File: config.mk
export PLATFORM = sky130hd
export DESIGN_NAME = inv_shift_rows_stream
export DESIGN_NICKNAME = d
export VERILOG_FILES = /design/src/rtl/inv_shift_rows_stream.sv
export SDC_FILE = /design/constraint.sdc
export NUM_CORES = 1
export LEC_CHECK = 0
export ABC_AREA = 1
export BUFFER_PORTS_ARGS = -buffer_cell sky130_fd_sc_hd__buf_4
export CAP_MARGIN = 15
export CORE_ASPECT_RATIO = 1.4
export CORE_MARGIN = 5
export CORE_UTILIZATION = 45
export DETAILED_ROUTE_END_ITERATION = 10
export GPL_TIMING_DRIVEN = 0
export PLACE_DENSITY_LB_ADDON = 0.2
export SLEW_MARGIN = 0
export SYNTH_ARGS = -nofsm -noshare
export SYNTH_HDL_FRONTEND = slang
export SYNTH_SLANG_ARGS = --single-unit
File: constraint.sdc
create_clock -name clk_i -period 5.15 [get_ports clk_i]
set_input_delay 0.7725 -clock clk_i [delete_from_list [all_inputs] [get_ports clk_i]]
set_output_delay 0.7725 -clock clk_i [all_outputs]
set_load 0.005 [all_outputs]
File: src/rtl/inv_shift_rows_stream.sv
// Byte-serial AES InvShiftRows: a ping-pong pair of 16-byte banks fills in
// AES byte order and each full bank is read back through the inverse
// row-rotation map, giving 1 byte/cycle sustained with no bubbles.
module inv_shift_rows_stream #(
  parameter int NB   = 128,
  parameter int BYTE = 8
) (
  input  logic            clk_i,
  input  logic            rst_i,
  input  logic            in_valid_i,
  output logic            in_ready_o,
  input  logic [BYTE-1:0] in_byte_i,
  output logic            out_valid_o,
  input  logic            out_ready_i,
  output logic [BYTE-1:0] out_byte_o,
  output logic            out_last_o
);
  localparam int NBYTES = NB / BYTE;
  localparam int IDXW   = $clog2(NBYTES);
  localparam logic [IDXW-1:0] LAST_IDX = IDXW'(NBYTES - 1);

  logic [1:0][NBYTES-1:0][BYTE-1:0] bank_q;
  logic [1:0]      full_q, full_d;
  logic            wr_bank_q, wr_bank_d;
  logic            rd_bank_q, rd_bank_d;
  logic [IDXW-1:0] wr_idx_q, wr_idx_d;
  logic [IDXW-1:0] rd_idx_q, rd_idx_d;
  logic            in_fire, out_fire;
  logic [1:0]      src_col;
  logic [IDXW-1:0] src_idx;

  assign in_ready_o  = !full_q[wr_bank_q];
  assign out_valid_o = full_q[rd_bank_q];
  assign in_fire     = in_valid_i && in_ready_o;
  assign out_fire    = out_valid_o && out_ready_i;

  // Inverse row rotation: output a[r+4c] comes from a[r+4((c-r) mod 4)].
  // With idx = {c, r}, the source column is just a 2-bit wrapping subtract.
  always_comb begin
    src_col = rd_idx_q[3:2] - rd_idx_q[1:0];
    src_idx = {src_col, rd_idx_q[1:0]};
  end

  assign out_byte_o = bank_q[rd_bank_q][src_idx];
  assign out_last_o = out_valid_o && (rd_idx_q == LAST_IDX);

  // Next-state for flags and pointers; write-complete and read-complete always
  // hit different banks, so both flag updates can apply in the same cycle.
  always_comb begin
    full_d    = full_q;
    wr_bank_d = wr_bank_q;
    wr_idx_d  = wr_idx_q;
    rd_bank_d = rd_bank_q;
    rd_idx_d  = rd_idx_q;
    if (in_fire) begin
      if (wr_idx_q == LAST_IDX) begin
        full_d[wr_bank_q] = 1'b1;
        wr_bank_d         = ~wr_bank_q;
        wr_idx_d          = '0;
      end else begin
        wr_idx_d = wr_idx_q + 1'b1;
      end
    end
    if (out_fire) begin
      if (rd_idx_q == LAST_IDX) begin
        full_d[rd_bank_q] = 1'b0;
        rd_bank_d         = ~rd_bank_q;
        rd_idx_d          = '0;
      end else begin
        rd_idx_d = rd_idx_q + 1'b1;
      end
    end
  end

  // State registers; reset wipes banks so out_byte reads 0 until new data lands.
  always_ff @(posedge clk_i) begin
    if (rst_i) begin
      bank_q    <= '0;
      full_q    <= '0;
      wr_bank_q <= 1'b0;
      wr_idx_q  <= '0;
      rd_bank_q <= 1'b0;
      rd_idx_q  <= '0;
    end else begin
      if (in_fire) bank_q[wr_bank_q][wr_idx_q] <= in_byte_i;
      full_q    <= full_d;
      wr_bank_q <= wr_bank_d;
      wr_idx_q  <= wr_idx_d;
      rd_bank_q <= rd_bank_d;
      rd_idx_q  <= rd_idx_d;
    end
  end

endmodule

==> results of run 1 <==
## where the power goes
group | internal, W | total [W] | switching (W)
clock | 0.00111 | 0.00199 | 0.000886
combinational | 0.0000722 | 0.000272 | 0.000199
sequential | 0.00209 | 0.00210 | 0.0000113
total | 0.00327 | 0.00437 | 0.00110
## worst paths after layout
check                                              start                        to  slack [ns]  cells past startpoint
worst max-delay path            rd_idx_q[2]$_SDFFE_PP0N_             out_byte_o[3]        1.25                     10
worst min-delay path                         out_ready_i      full_q[0]$_SDFF_PP0_        0.43                      2
worst max register to register      full_q[0]$_SDFF_PP0_  bank_q[172]$_SDFFE_PP0P_        3.13                      9
worst min register to register  bank_q[238]$_SDFFE_PP0P_  bank_q[238]$_SDFFE_PP0P_        0.47                      2
## layer usage
metal / GRT usage / share of wire / vias to the layer above
met5: 0 / 0 / -
met4: 0.193 / 0.067 / 0
met3: 0.0452 / 0.080 / 205
met2: 0.543 / 0.48 / 677
met1: 0.370 / 0.37 / 6320
li1: - / - / 6542
## layout by cell type (no fill, tap or decap), drive strengths merged, types with 7 or more instances in the layout
| cell | netlist | layout |
|---|---|---|
| o21ai | 136 | 136 |
| nand3 | 300 | 300 |
| clkinv | 2 | 7 |
| dfxtp | 268 | 268 |
| inv | 203 | 203 |
| nor3 | 8 | 8 |
| a21oi | 133 | 133 |
| buf | 67 | 89 |
| nor2 | 305 | 305 |
| clkbuf | 73 | 118 |
| nand2 | 526 | 526 |
| or2 | 8 | 8 |
## worst register-to-register path, delay by kind of cell (launching register included)
| kind | cells | cell delay (ns) |
|---|---|---|
| flip-flops | 1 | 0.32 |
| AO/OA/AOI/OAI | 1 | 0.18 |
| AND/OR/NAND/NOR | 5 | 0.68 |
| buffers and inverters | 3 | 0.75 |
## registers in the layout, summed over array words and instances (netlist names)
signal,cells
rd_idx_q,4
bank_q,256
full_q,2
rd_bank_q,1
wr_bank_q,1
wr_idx_q,4
## layout make-up
cell class / instances / area share
multi-input cells: 1428 / 0.436
flip-flops and latches: 268 / 0.366
clock buffers: 45 / 0.0570
inverters: 205 / 0.0526
plain buffers: 140 / 0.0424
well taps: 380 / 0.0324
repair buffers: 22 / 0.0113
clock inverters: 6 / 0.00247
diodes: 1 / 0.000171
## cells by family after synthesis
group	after synthesis
AND/OR/NAND/NOR	1149
buffers and inverters	345
AO/OA/AOI/OAI	271
flip-flops	268
adder cells (fa/ha/maj)	6
XOR/XNOR	2
## metrics by stage
step | util | hold slack (ns) | std cells | total power [W]
after floorplan | - | 0.433 | 2041 | 0.00230
after global placement | 0.476 | 0.452 | 2443 | 0.00241
after detailed placement | 0.476 | 0.460 | 2443 | 0.00241
after CTS | 0.506 | 0.425 | 2494 | 0.00437
after global routing | 0.506 | 0.435 | 2494 | 0.00447
final | 0.506 | 0.433 | 2495 | 0.00437
==> impl_metrics.env, run 1 <==
export IMPL_rsz0062_at_grt="no"
export IMPL_stdcell_area_um2=14700
export IMPL_fin_skew_ns=0.0120
export IMPL_die_area_um2=32800
export IMPL_grt_pass1_vias=13300
export IMPL_nNetsFinal=2111
export IMPL_powerDensity_nw_per_um2=298
export IMPL_synthMostInstantiatedCell="nand2_1"
export IMPL_die_y_um=212
export IMPL_crit_family="buffers and inverters"
export IMPL_hpwl_um=37500
export IMPL_ant_nets=0
export IMPL_clk_pin_slew_ns=0.07
export IMPL_path_cells="inv_1, ha_1, clkbuf_1, inv_1, clkbuf_1, nand3_1, nand2_1, nand2_1, nand2_1, buf_4"
export IMPL_cp_slowest_cell="clkbuf_1"
export IMPL_start_util=0.454
export IMPL_clk_latency_ns=0.57
export IMPL_via_count=13700
export IMPL_setup_viol=0
export IMPL_end_kind="output port"
export IMPL_io_buffers=22
export IMPL_finalCriticalPeriod_ns=3.90
export IMPL_synth_simple_gate_area_share=0.376
export IMPL_path_common_cell="nand2_1"
export IMPL_cts_root_buf="clkbuf_16"
export IMPL_die_x_um=154
export IMPL_synth_compound_area_frac=0.103
export IMPL_timing_final_crit_share=0.757
export IMPL_slew_violations=0
export IMPL_nFillCells=3050
export IMPL_fin_setup_tns_ns=0
export IMPL_synth_common_cells="nand2_1, nand3_1, nor2_1"
export IMPL_worstPathRequired_ns=4.38
export IMPL_wl_um=52600
export IMPL_ys_ff_latch=268
export IMPL_drive_gt1_frac=0.0743
export IMPL_clockBufferDepth=3
export IMPL_numCtsBuffers=28
export IMPL_clock_sinks=268
export IMPL_synth_fa_ha_area_frac=0.00571
export IMPL_viasPerCell=5.51
export IMPL_power_leakage_nw=6.23
export IMPL_synth_top_family_by_area="simple AND/OR/NAND/NOR gates"
export IMPL_coreArea_um2=29000
export IMPL_grt_max_degree=14
export IMPL_synthMuxAreaShare=0
export IMPL_area_delta_synth_final_pct=11.5
export IMPL_slowest_delay_ns=0.57
export IMPL_hold_class="input port to flop"
export IMPL_synth_area_um2=13100
export IMPL_synth_top_cells_by_area="dfxtp_1, nand2_1, nand3_1, nor2_1, inv_1"
export IMPL_synth_area_per_cell_um2=6.44
export IMPL_syn_num_nets=2059
export IMPL_synth_edf_count=0
export IMPL_grt_antenna_before_repair=0
export IMPL_maxCapViolations=0
export IMPL_drt_iter0_markers=1411
export IMPL_worst_pin_slew_ns=1.22
export IMPL_multi_input_area_um2=6390
export IMPL_yosysSeqAreaShare=0.408
export IMPL_grt_usage=0.315
export IMPL_ir_drop_mv=0.241
export IMPL_async_flop_share=0
export IMPL_drcViolationCount=0
export IMPL_worstSetupStartpointType="flop"
export IMPL_htree_num_levels=1
export IMPL_crit_buf_inv=5
export IMPL_synth_top_area_frac=0.408
export IMPL_ctsResizeCount=0
export IMPL_gp_congestion=1.01
export IMPL_worst_setup_path_type="flop to output port"
export IMPL_timing_critical_path_arrival_ns=3.13
export IMPL_maxSlewHeadroom=0.186
export IMPL_fp_row_count=74
export IMPL_dpl_cell_area_um2=13800
export IMPL_yosys_warnings=0
export IMPL_wl_per_cell_um=21.1
export IMPL_status="finished clean"
export IMPL_synth_top_area_cell="dfxtp_1"
export IMPL_synthXorXnorAreaFrac=0.00133
export IMPL_clock_fmax_ghz=0.256
export IMPL_ctsHoldBuffers=0
export IMPL_final_seq_area_um2=5370
export IMPL_post_cts_setup_buffers=0
export IMPL_dr_pass1_iters=7
export IMPL_hold_violations=0
export IMPL_crit_fanout=10
export IMPL_io_pin_count=23
export IMPL_cts_tree="done"
export IMPL_synth_ff_type="dfxtp_1"
export IMPL_grt_first_pass_wirelength_um=78600
export IMPL_synth_cells=2041
export IMPL_fin_ws_ns=1.25
export IMPL_grt_overflow=0
export IMPL_dpl_worst_slack_ns=1.99
export IMPL_synth_cell_types=28
Power figures use the tool's default switching activity.
==> run 2, diff against run 1 <==
--- a/config.mk
+++ b/config.mk
@@ -5,7 +5,7 @@
 export SDC_FILE = /design/constraint.sdc
 export NUM_CORES = 1
 export LEC_CHECK = 0
-export ABC_AREA = 1
+export ABC_AREA = 0
 export BUFFER_PORTS_ARGS = -buffer_cell sky130_fd_sc_hd__buf_4
 export CAP_MARGIN = 15
 export CORE_ASPECT_RATIO = 1.4
==> constraint.sdc (replaced) <==
create_clock -name clk_i -period 3.8 [get_ports clk_i]
set_input_delay 0.57 -clock clk_i [delete_from_list [all_inputs] [get_ports clk_i]]
set_output_delay 0.57 -clock clk_i [all_outputs]
set_load 0.005 [all_outputs]
==> impl_metrics.env, run 2 <==
export IMPL_synth_area_um2=12100
export IMPL_top_register="bank_q"
export IMPL_syn_num_nets=1427
export IMPL_timing_final_crit_share=0.978
export IMPL_fp_row_count=71
export IMPL_dpl_worst_slack_ns=0.537
export IMPL_diodes=0
export IMPL_coreArea_um2=26700
export IMPL_power_leakage_nw=4.56
export IMPL_worst_pin_slew_ns=0.998
export IMPL_path_cells="buf_6, buf_4, buf_4, buf_4, mux2i_1, o211ai_1, and3_1, buf_4"
export IMPL_fin_skew_ns=0.00987
export IMPL_rsz0062_at_grt="no"
export IMPL_synthMostInstantiatedCell="dfxtp_1"
export IMPL_final_cell_mix="dfxtp_1, nand2_1, a21oi_1"
export IMPL_synth_ff_type="dfxtp_1"
export IMPL_slowest_delay_ns=0.45
export IMPL_grt_usage=0.299
export IMPL_clockBufferDepth=3
export IMPL_grt_first_pass_wirelength_um=68000
export IMPL_clock_sinks=268
export IMPL_drt_iter0_markers=1295
export IMPL_htree_num_levels=1
export IMPL_ctsHoldBuffers=0
export IMPL_yosys_warnings=0
export IMPL_die_area_um2=30400
export IMPL_fin_ws_ns=0.0851
export IMPL_wl_per_cell_um=25.1
export IMPL_mostFrequentLayoutCell="dfxtp_1"
export IMPL_async_flop_share=0
export IMPL_io_buffers=21
export IMPL_slew_violations=0
export IMPL_crit_family="buffers and inverters"
export IMPL_finalCriticalPeriod_ns=3.71
export IMPL_fin_setup_tns_ns=0
export IMPL_numCtsBuffers=27
export IMPL_die_y_um=204
export IMPL_ys_ff_latch=268
export IMPL_setup_viol=0
export IMPL_cp_slowest_cell="dfxtp_1"
export IMPL_powerDensity_nw_per_um2=433
export IMPL_dr_pass1_iters=7
export IMPL_synth_edf_count=0
export IMPL_grt_max_degree=20
export IMPL_cts_root_buf="clkbuf_16"
export IMPL_timing_critical_path_arrival_ns=3.14
export IMPL_worstSetupStartpointType="flop"
export IMPL_synth_area_per_cell_um2=8.61
export IMPL_worstPathRequired_ns=3.23
export IMPL_holdPathStages=3
export IMPL_wl_um=46300
export IMPL_hold_class="input port to flop"
export IMPL_final_cells=1842
export IMPL_ir_drop_mv=0.317
export IMPL_r2r_worst_path_cells=5
export IMPL_status="finished clean"
export IMPL_hold_violations=0
export IMPL_dp_cells=1795
export IMPL_crit_fanout=10
export IMPL_die_x_um=149
export IMPL_viasPerCell=6.07
export IMPL_post_cts_setup_buffers=0
export IMPL_start_util=0.454
export IMPL_synth_top_cells_by_area="dfxtp_1, mux4_2, a21oi_1, nand2_1, nand3_1"
export IMPL_nNetsFinal=1475
export IMPL_cp_depth=8
export IMPL_yosysSeqAreaShare=0.442
export IMPL_clk_pin_slew_ns=0.06
export IMPL_grt_pass1_vias=10900
export IMPL_maxCapViolations=0
export IMPL_crit_buf_inv=5
export IMPL_end_kind="output port"
export IMPL_ant_nets=0
export IMPL_holdWs_ns=0.307
export IMPL_largest_reg_flops=256
export IMPL_clk_latency_ns=0.56
export IMPL_via_count=11200
export IMPL_synth_common_cells="dfxtp_1, nand2_1, a21oi_1"
export IMPL_worst_setup_path_type="flop to output port"
export IMPL_gp_congestion=0.977
export IMPL_drive_gt1_frac=0.117
export IMPL_area_delta_synth_final_pct=12.4
export IMPL_hpwl_um=33400
export IMPL_io_pin_count=23
export IMPL_synth_top_area_cell="dfxtp_1"
export IMPL_synth_cells=1409
export IMPL_synth_top_area_frac=0.442
export IMPL_cts_tree="done"
export IMPL_synth_cell_types=40
export IMPL_power_total_w=0.00590
export IMPL_path_common_cell="buf_4"
export IMPL_grt_antenna_before_repair=0
export IMPL_top_regs="bank_q: 256 flops, rd_idx_q: 4 flops, wr_idx_q: 4 flops"
export IMPL_maxSlewHeadroom=0.335
export IMPL_grt_overflow=0
export IMPL_drcViolationCount=0
export IMPL_clock_fmax_ghz=0.269
## run 2: cell count changes in the layout (fill, tap and decap cells not counted), sizes merged, moves of 45 or more
cell	before	now
a21oi	133	238
inv	203	6
mux2i	0	45
mux4	0	56
nand2	526	267
nand3	300	143
nor2	305	62
## run 2: metrics by stage
stage,util,cell area [µm²]
after floorplan,-,12100
after global placement,0.477,12700
after detailed placement,0.477,12700
after CTS,0.510,13600
after global routing,0.510,13600
final,0.510,13600
## run 2: routing by layer
metal,share of wire,track usage,up-vias
met5,0,0,-
met4,0.072,0.191,0
met3,0.080,0.0453,159
met2,0.47,0.501,529
met1,0.37,0.358,5449
li1,-,-,5048
## run 2: tightest hold or removal path, stage by stage
cell and delay [ns]:
buf_4 0.14, nand3_1 0.06, a21oi_1 0.05
## run 2: final cells by class
| cell class | count | area (µm²) |
|---|---|---|
| Buffer | 131 | 596 |
| Clock buffer | 42 | 782 |
| Inverter | 6 | 22.5 |
| Clock inverter | 7 | 110 |
| Tap cell | 365 | 457 |
| Sequential cell | 268 | 5370 |
| Fill cell | 2585 | 13100 |
| Timing Repair Buffer | 21 | 158 |
| Multi-Input combinational cell | 1002 | 6140 |
## run 2: report_power, final
part	internal (W)	switching, W	total (W)	leakage (nW)
logic	0.0000661	0.000230	0.000296	1.96
clock network	0.00161	0.00116	0.00277	0.439
registers	0.00282	0.00000845	0.00283	2.16
## run 2: logic make-up (layout without fill, tap and decap cells)
family / count (synthesis) / in the layout / share of synthesized area
AND/OR/NAND/NOR: 495 / 495 / 0.174
multiplexers: 122 / 122 / 0.162
AO/OA/AOI/OAI: 372 / 372 / 0.160
flip-flops: 268 / 268 / 0.442
adder cells (fa/ha/maj): 6 / 6 / 0.00619
buffers and inverters: 139 / 207 / 0.0516
XOR/XNOR: 7 / 7 / 0.00505
## run 2: what timing repair did
| action | in CTS | in global routing |
|---|---|---|
| endpoints found under the setup margin | 1 | 2 |
| resized for setup | 0 | 1 |
| gates cloned | 0 | 0 |
## run 2: path summary, 6_finish.rpt
kind / start / end / slack [ns]
max: rd_idx_q[0]$_SDFFE_PP0N_ / out_byte_o[4] / 0.09
min reg2reg: bank_q[25]$_SDFFE_PP0P_ / bank_q[25]$_SDFFE_PP0P_ / 0.45
max reg2reg: wr_idx_q[3]$_SDFFE_PP0P_ / full_q[0]$_SDFF_PP0_ / 1.27
min: in_byte_i[3] / bank_q[51]$_SDFFE_PP0P_ / 0.31
